### src/rtl/decode_stage.sv
// LC-3b decode stage: DE pipeline latch, 8x16 register file with write-back
// bypass, N/Z/P condition codes, hazard detection and the AGEX pipeline latch.
module decode_stage #(
    parameter int         REG_COUNT = 8,
    parameter logic [2:0] CC_RESET  = 3'b010
) (
    input  logic        clk,
    input  logic        reset,
    input  logic        ld_de,
    input  logic [15:0] fe_npc,
    input  logic [15:0] fe_ir,
    input  logic        fe_v,
    input  logic        ld_agex,
    input  logic        v_agex_ld_reg,
    input  logic [2:0]  agex_drid_in,
    input  logic        v_agex_ld_cc,
    input  logic        v_mem_ld_reg,
    input  logic [2:0]  mem_drid_in,
    input  logic        v_mem_ld_cc,
    input  logic        sr_ld_reg,
    input  logic [2:0]  sr_drid,
    input  logic [15:0] sr_data,
    input  logic        sr_ld_cc,
    output logic        dep_stall,
    output logic        v_de_br_stall,
    output logic [15:0] agex_npc,
    output logic [15:0] agex_ir,
    output logic [15:0] agex_sr1,
    output logic [15:0] agex_sr2,
    output logic [2:0]  agex_cc,
    output logic [2:0]  agex_drid,
    output logic        agex_ld_reg,
    output logic        agex_ld_cc,
    output logic        agex_v
);

    localparam logic [3:0] OP_BR   = 4'b0000;
    localparam logic [3:0] OP_ADD  = 4'b0001;
    localparam logic [3:0] OP_LDB  = 4'b0010;
    localparam logic [3:0] OP_STB  = 4'b0011;
    localparam logic [3:0] OP_JSR  = 4'b0100;
    localparam logic [3:0] OP_AND  = 4'b0101;
    localparam logic [3:0] OP_LDW  = 4'b0110;
    localparam logic [3:0] OP_STW  = 4'b0111;
    localparam logic [3:0] OP_XOR  = 4'b1001;
    localparam logic [3:0] OP_JMP  = 4'b1100;
    localparam logic [3:0] OP_SHF  = 4'b1101;
    localparam logic [3:0] OP_LEA  = 4'b1110;
    localparam logic [3:0] OP_TRAP = 4'b1111;

    // DE latch
    logic [15:0] de_npc_q, de_npc_d;
    logic [15:0] de_ir_q, de_ir_d;
    logic        de_v_q, de_v_d;

    always_comb begin
        de_npc_d = de_npc_q;
        de_ir_d  = de_ir_q;
        de_v_d   = de_v_q;
        if (ld_de) begin
            de_npc_d = fe_npc;
            de_ir_d  = fe_ir;
            de_v_d   = fe_v;
        end
    end

    always_ff @(posedge clk or posedge reset) begin
        if (reset) begin
            de_npc_q <= '0;
            de_ir_q  <= '0;
            de_v_q   <= 1'b0;
        end else begin
            de_npc_q <= de_npc_d;
            de_ir_q  <= de_ir_d;
            de_v_q   <= de_v_d;
        end
    end

    // Instruction decode
    logic [3:0] op;
    logic [2:0] sr1_idx, sr2_idx, drid;
    logic       uses_sr1, uses_sr2, uses_cc, ld_reg, ld_cc, is_ctrl;

    always_comb begin
        op       = de_ir_q[15:12];
        sr1_idx  = de_ir_q[8:6];
        sr2_idx  = de_ir_q[2:0];
        drid     = de_ir_q[11:9];
        uses_sr1 = 1'b0;
        uses_sr2 = 1'b0;
        uses_cc  = 1'b0;
        ld_reg   = 1'b0;
        ld_cc    = 1'b0;
        is_ctrl  = 1'b0;
        case (op)
            OP_ADD, OP_AND, OP_XOR: begin
                uses_sr1 = 1'b1;
                uses_sr2 = ~de_ir_q[5];
                ld_reg   = 1'b1;
                ld_cc    = 1'b1;
            end
            OP_SHF, OP_LDB, OP_LDW: begin
                uses_sr1 = 1'b1;
                ld_reg   = 1'b1;
                ld_cc    = 1'b1;
            end
            OP_STB, OP_STW: begin
                // Stores read their data register from the DR field.
                sr2_idx  = de_ir_q[11:9];
                uses_sr1 = 1'b1;
                uses_sr2 = 1'b1;
            end
            OP_BR: begin
                uses_cc = 1'b1;
                is_ctrl = 1'b1;
            end
            OP_JMP: begin
                uses_sr1 = 1'b1;
                is_ctrl  = 1'b1;
            end
            OP_JSR: begin
                uses_sr1 = ~de_ir_q[11];
                drid     = 3'd7;
                ld_reg   = 1'b1;
                is_ctrl  = 1'b1;
            end
            OP_TRAP: begin
                drid    = 3'd7;
                ld_reg  = 1'b1;
                is_ctrl = 1'b1;
            end
            OP_LEA: begin
                ld_reg = 1'b1;
            end
            default: begin
            end
        endcase
    end

    // Register file and condition codes
    logic [15:0] regs_q [REG_COUNT];
    logic [15:0] regs_d [REG_COUNT];
    logic [2:0]  cc_q, cc_d, sr_cc;
    logic [15:0] sr1_val, sr2_val;

    always_comb begin
        regs_d = regs_q;
        if (sr_ld_reg)
            regs_d[sr_drid] = sr_data;
    end

    always_comb begin
        sr_cc = {sr_data[15], sr_data == 16'h0000, ~sr_data[15] && (sr_data != 16'h0000)};
        cc_d  = sr_ld_cc ? sr_cc : cc_q;
    end

    always_ff @(posedge clk or posedge reset) begin
        if (reset) begin
            for (int i = 0; i < REG_COUNT; i++)
                regs_q[i] <= '0;
            cc_q <= CC_RESET;
        end else begin
            regs_q <= regs_d;
            cc_q   <= cc_d;
        end
    end

    // Write-back in the same cycle is forwarded so the SR stage never stalls.
    always_comb begin
        sr1_val = (sr_ld_reg && (sr_drid == sr1_idx)) ? sr_data : regs_q[sr1_idx];
        sr2_val = (sr_ld_reg && (sr_drid == sr2_idx)) ? sr_data : regs_q[sr2_idx];
    end

    // Hazard detection
    logic sr1_haz, sr2_haz, cc_haz;

    always_comb begin
        sr1_haz = uses_sr1 && ((v_agex_ld_reg && (agex_drid_in == sr1_idx)) ||
                               (v_mem_ld_reg  && (mem_drid_in  == sr1_idx)));
        sr2_haz = uses_sr2 && ((v_agex_ld_reg && (agex_drid_in == sr2_idx)) ||
                               (v_mem_ld_reg  && (mem_drid_in  == sr2_idx)));
        cc_haz  = uses_cc && (v_agex_ld_cc || v_mem_ld_cc);
    end

    assign dep_stall     = de_v_q && (sr1_haz || sr2_haz || cc_haz);
    assign v_de_br_stall = de_v_q && is_ctrl;

    // AGEX latch
    logic [15:0] agex_npc_q, agex_npc_d, agex_ir_q, agex_ir_d;
    logic [15:0] agex_sr1_q, agex_sr1_d, agex_sr2_q, agex_sr2_d;
    logic [2:0]  agex_cc_q, agex_cc_d, agex_drid_q, agex_drid_d;
    logic        agex_ld_reg_q, agex_ld_reg_d, agex_ld_cc_q, agex_ld_cc_d;
    logic        agex_v_q, agex_v_d;

    always_comb begin
        agex_npc_d    = agex_npc_q;
        agex_ir_d     = agex_ir_q;
        agex_sr1_d    = agex_sr1_q;
        agex_sr2_d    = agex_sr2_q;
        agex_cc_d     = agex_cc_q;
        agex_drid_d   = agex_drid_q;
        agex_ld_reg_d = agex_ld_reg_q;
        agex_ld_cc_d  = agex_ld_cc_q;
        agex_v_d      = agex_v_q;
        if (ld_agex) begin
            agex_npc_d    = de_npc_q;
            agex_ir_d     = de_ir_q;
            agex_sr1_d    = sr1_val;
            agex_sr2_d    = sr2_val;
            agex_cc_d     = cc_d;
            agex_drid_d   = drid;
            agex_ld_reg_d = ld_reg;
            agex_ld_cc_d  = ld_cc;
            agex_v_d      = de_v_q && !dep_stall;
        end
    end

    always_ff @(posedge clk or posedge reset) begin
        if (reset) begin
            agex_npc_q    <= '0;
            agex_ir_q     <= '0;
            agex_sr1_q    <= '0;
            agex_sr2_q    <= '0;
            agex_cc_q     <= CC_RESET;
            agex_drid_q   <= '0;
            agex_ld_reg_q <= 1'b0;
            agex_ld_cc_q  <= 1'b0;
            agex_v_q      <= 1'b0;
        end else begin
            agex_npc_q    <= agex_npc_d;
            agex_ir_q     <= agex_ir_d;
            agex_sr1_q    <= agex_sr1_d;
            agex_sr2_q    <= agex_sr2_d;
            agex_cc_q     <= agex_cc_d;
            agex_drid_q   <= agex_drid_d;
            agex_ld_reg_q <= agex_ld_reg_d;
            agex_ld_cc_q  <= agex_ld_cc_d;
            agex_v_q      <= agex_v_d;
        end
    end

    assign agex_npc    = agex_npc_q;
    assign agex_ir     = agex_ir_q;
    assign agex_sr1    = agex_sr1_q;
    assign agex_sr2    = agex_sr2_q;
    assign agex_cc     = agex_cc_q;
    assign agex_drid   = agex_drid_q;
    assign agex_ld_reg = agex_ld_reg_q;
    assign agex_ld_cc  = agex_ld_cc_q;
    assign agex_v      = agex_v_q;

endmodule

### config.mk
export PLATFORM = sky130hd
export DESIGN_NAME = decode_stage
export DESIGN_NICKNAME = d
export VERILOG_FILES = /design/src/rtl/decode_stage.sv
export SDC_FILE = /design/constraint.sdc
export NUM_CORES = 1
export LEC_CHECK = 0
export ABC_AREA = 1
export CAP_MARGIN = 20
export CORE_MARGIN = 4
export CORE_UTILIZATION = 45
export DETAILED_ROUTE_END_ITERATION = 12
export GPL_ROUTABILITY_DRIVEN = 0
export PLACE_DENSITY = 0.69
export SYNTH_ARGS = -nofsm -noshare
export SYNTH_HDL_FRONTEND = slang
export SYNTH_SLANG_ARGS = --single-unit
### constraint.sdc
create_clock -name clk -period 7.4 [get_ports clk]
set_input_delay 0.74 -clock clk [delete_from_list [all_inputs] [get_ports clk]]
set_output_delay 0.74 -clock clk [all_outputs]
set_load 0.01 [all_outputs]
==> PnR_summary.wiki <==
{| class="wikitable"
! Metric !! Value
|-
| Result of the run || complete, no violations
|-
| Half-perimeter wire length of the detailed placement result || 24270 um
|-
| Unrepaired setup endpoints after global routing || false
|-
| Combinational power share || 0.232
|-
| Antenna violations before repair || 3
|-
| Peak Freq || 0.2426 GHz
|-
| Startpoint types || flip-flop
|-
| CP max FO || 22
|-
| Reg power frac || 0.423
|-
| Ratio of total power to cell area || 276.4 nW/um^2
|-
| Mean routed wirelength per cell || 19.65 um
|-
| Clock Power Share || 0.345
|-
| Number of flip-flops in the largest register || 128
|-
| Number of buffers added to fix hold violations after cts || 0
|-
| Fraction of the yosys area taken by sequential cells || 0.5035
|-
| Top Layer Used || met5
|-
| Die area || roughly 29000 sq um
|-
| Count of H-tree levels built during CTS || 1
|-
| Initial Utilization || 0.4627
|-
| Number of synthesized register bits || 237
|-
| Post-Synthesis Cells || 1555
|-
| Fraction of layout cells with a size suffix above 1 || 0.04874
|-
| Via count || 11470
|-
| Total setup violations reported at the end of the flow || 0
|-
| Clock tree from TritonCTS || yes
|-
| Final worst-path cycle share || 0.5571
|-
| Final setup skew || 0.01252 ns
|-
| Static power due to leakage || between 6 and 7 nW
|-
| Final Hold Violating Endpoints || 0
|-
| Number of cells upsized or downsized after cts || 0
|-
| Syn. warnings || 0
|-
| Time the worst path needs with I/O delays and setup || 4.123 ns
|-
| Die width || 169.8 um
|-
| Core region area || about 25000 sq um
|-
| Maxcap violations || 0
|-
| Hold Crit Class || flip-flop to flip-flop
|-
| Most flop-heavy register || regs_q
|-
| Post-CTS clock slew at the launch and capture registers of the worst setup and hold paths || 0.06 ns
|-
| Most used cells in the layout excluding fill and tap cells || sky130_fd_sc_hd__nand2_1, sky130_fd_sc_hd__o21ai_0, sky130_fd_sc_hd__dfrtp_1, sky130_fd_sc_hd__nand3_1, sky130_fd_sc_hd__clkdlybuf4s50_1
|-
| DRC marker count from the first detailed-route iteration || approximately 1600
|-
| Utilization after layout || 0.5599
|-
| Length of routed wiring on met1 || approximately 17000 um
|-
| Root buffer cell || sky130_fd_sc_hd__clkbuf_16
|-
| Post-layout power || 3.942 mW
|-
| Via-per-instance ratio || 5.755
|-
| Final count of pins violating max slew || 0
|-
| Final-stage net count || around 1700
|-
| Leading cell type in the layout, fill and taps excluded || sky130_fd_sc_hd__nand2_1
|-
| Routed length on met3 || 4286 um
|-
| Maximum ir drop on the vdd rail || ~0.15 mV
|-
| Synthesized cell area || about 12000 sq um
|-
| Crit path capture type || output port
|-
| I/O pin cnt || 143
|-
| Number of iterations in the first detailed-routing pass || 6
|-
| Worst slew margin relative to its limit || 0.3058
|-
| Total wirelength of the detailed-routed design || 39160 um
|-
| Critical path data required time || ~6.7 ns
|-
| Total global routing track utilization || 0.2635
|-
| Int Power || ~2.7 mW
|-
| Number of distinct standard cells referenced by the synthesized netlist || 31
|-
| Number of routed nets with antenna violations || 0
|-
| Deepest clock path buffer count || 3
|-
| Via count of the first global-routing pass || 10460
|-
| Syn Nets || 1623
|-
| Total overflow reported by the global router || 0
|-
| Arrival time at the worst endpoint || 3.38 ns
|-
| Pin count of the biggest net entering global routing || 111
|-
| Detailed-routed wire length on met2 || 17080 um
|-
| Transition time at the pin with the least slew margin || about 1.0 ns
|-
| FP Rows || 58
|-
| Port-buffer cells || 142
|-
| Sum of negative setup slack || 0 ns
|-
| Buffers inserted during post-CTS setup optimization || 0
|-
| Clock latency at the later pin of the worst-skew pair || 0.53 ns
|-
| First-pass GRT wire length || roughly 60000 um
|-
| TritonCTS Sinks || 237
|-
| Net load switching power || ~1.2 mW
|-
| P&R area growth vs syn || 21.02%
|-
| Setup Crit Path Kind || flip-flop to output port
|-
| TritonCTS Buffers || 26
|-
| Height of the chip || 169.8 um
|-
| Synthesized area per cell || about 7.6 sq um
|-
| # DRC || 0
|-
| Share of total power consumed by net switching || 0.3144
|}
power by group through the flow:
stage | logic (mW) | registers [mW] | clock network, mW
finish | 0.916 | 1.67 | 1.36
floorplan | 0.521 | 1.67 | 0
CTS | 0.908 | 1.66 | 1.37
detailed placement | 0.903 | 1.68 | 0
global placement | 0.885 | 1.68 | 0
global route | 1.01 | 1.69 | 1.43
area by class of cell:
class                      instances  area [sq um]
fill                            2385         11210
clock inverter                     9         126.4
antenna                            1         2.502
sequential                       237          5934
timing repair buffer             161          1574
tap                              330         412.9
clock buffer                      39         770.7
multi-input combinational       1085          4942
inverter                         131         499.2
stage by stage:
stage                     worst slack [ns]  hold WS, ns  cells  instance area (sq um)
after floorplan                     0.1603       0.4530   1555                  11790
after detailed placement             3.903       0.4646   1943                  13340
after global routing                 3.187       0.5038   1993                  14260
final                                3.277       0.4816   1993                  14260
after global placement               3.978       0.4631   1943                  13340
after CTS                            3.379       0.4816   1991                  14230
synthesized netlist by cell type:
| master | number | share of area |
|---|---|---|
| sky130_fd_sc_hd__a31oi_1 | 7 | 0.0037 |
| sky130_fd_sc_hd__nand3b_1 | 14 | 0.0089 |
| sky130_fd_sc_hd__a311oi_1 | 1 | 0.00074 |
| sky130_fd_sc_hd__buf_1 | 6 | 0.0019 |
| sky130_fd_sc_hd__o22ai_1 | 16 | 0.0085 |
| sky130_fd_sc_hd__inv_2 | 3 | 0.00096 |
| sky130_fd_sc_hd__buf_2 | 19 | 0.0081 |
| sky130_fd_sc_hd__nand3_1 | 167 | 0.071 |
| sky130_fd_sc_hd__nor2_1 | 91 | 0.029 |
| sky130_fd_sc_hd__inv_1 | 124 | 0.039 |
| sky130_fd_sc_hd__mux2_2 | 2 | 0.0019 |
| sky130_fd_sc_hd__nand4_1 | 6 | 0.0032 |
| sky130_fd_sc_hd__nand2_4 | 1 | 0.00096 |
| sky130_fd_sc_hd__clkbuf_1 | 74 | 0.024 |
| sky130_fd_sc_hd__nor4_1 | 2 | 0.0011 |
| sky130_fd_sc_hd__nand2_2 | 3 | 0.0016 |
| sky130_fd_sc_hd__o21ai_1 | 9 | 0.0038 |
| sky130_fd_sc_hd__nor3_1 | 2 | 0.00085 |
| sky130_fd_sc_hd__nand2_1 | 433 | 0.14 |
| sky130_fd_sc_hd__a21oi_1 | 50 | 0.021 |
| sky130_fd_sc_hd__dfrtp_1 | 235 | 0.50 |
| sky130_fd_sc_hd__o21ai_0 | 263 | 0.11 |
| sky130_fd_sc_hd__buf_4 | 1 | 0.00064 |
| sky130_fd_sc_hd__o41ai_1 | 1 | 0.00074 |
| sky130_fd_sc_hd__o211ai_1 | 11 | 0.0070 |
| sky130_fd_sc_hd__clkinv_1 | 4 | 0.0013 |
| sky130_fd_sc_hd__nand3_2 | 1 | 0.00085 |
| sky130_fd_sc_hd__nor2_4 | 2 | 0.0019 |
| sky130_fd_sc_hd__xnor2_1 | 3 | 0.0022 |
| sky130_fd_sc_hd__buf_6 | 2 | 0.0019 |
| sky130_fd_sc_hd__dfstp_2 | 2 | 0.0045 |
routing by layer:
layer / GRT usage / vias to the layer above
met1: 0.3861 / 5443
li1: - / 5268
met2: 0.4013 / 669
met3: 0.05134 / 86
met4: 0.07455 / 4
met5: 0 / -
final timing paths:
kind,cells past startpoint,endpoint,slack [ns],startpoint
hold reg to reg,2,agex_cc[2],0.48,agex_cc[2]
max in group asynchronous,3,regs_q[69],5.19,reset
setup reg to reg,11,agex_sr2[5],3.82,de_ir_q[13]
setup / recovery,8,dep_stall,3.28,de_ir_q[8]
hold / removal,2,agex_cc[2],0.48,agex_cc[2]
min in group asynchronous,2,agex_npc[2],0.74,reset
worst max-delay path: stages, from the launching register on:
cell and delay, ns:
sky130_fd_sc_hd__dfrtp_1 0.70, sky130_fd_sc_hd__inv_1 0.87, sky130_fd_sc_hd__nand2_1 0.11, sky130_fd_sc_hd__a21oi_1 0.19
sky130_fd_sc_hd__nand2_1 0.08, sky130_fd_sc_hd__nand2_1 0.08, sky130_fd_sc_hd__a21oi_1 0.08, sky130_fd_sc_hd__a21oi_1 0.19
sky130_fd_sc_hd__clkdlybuf4s50_1 0.56
cells by family after synthesis:
kind of cell	after synthesis	share of synthesized area
buf+inv	233	0.07782
xor+xnor	3	0.002230
flops	237	0.5035
mux	2	0.001911
compound gates	358	0.1574
simple gates	722	0.2571
No activity file was read; power rests on OpenSTA's default activity.
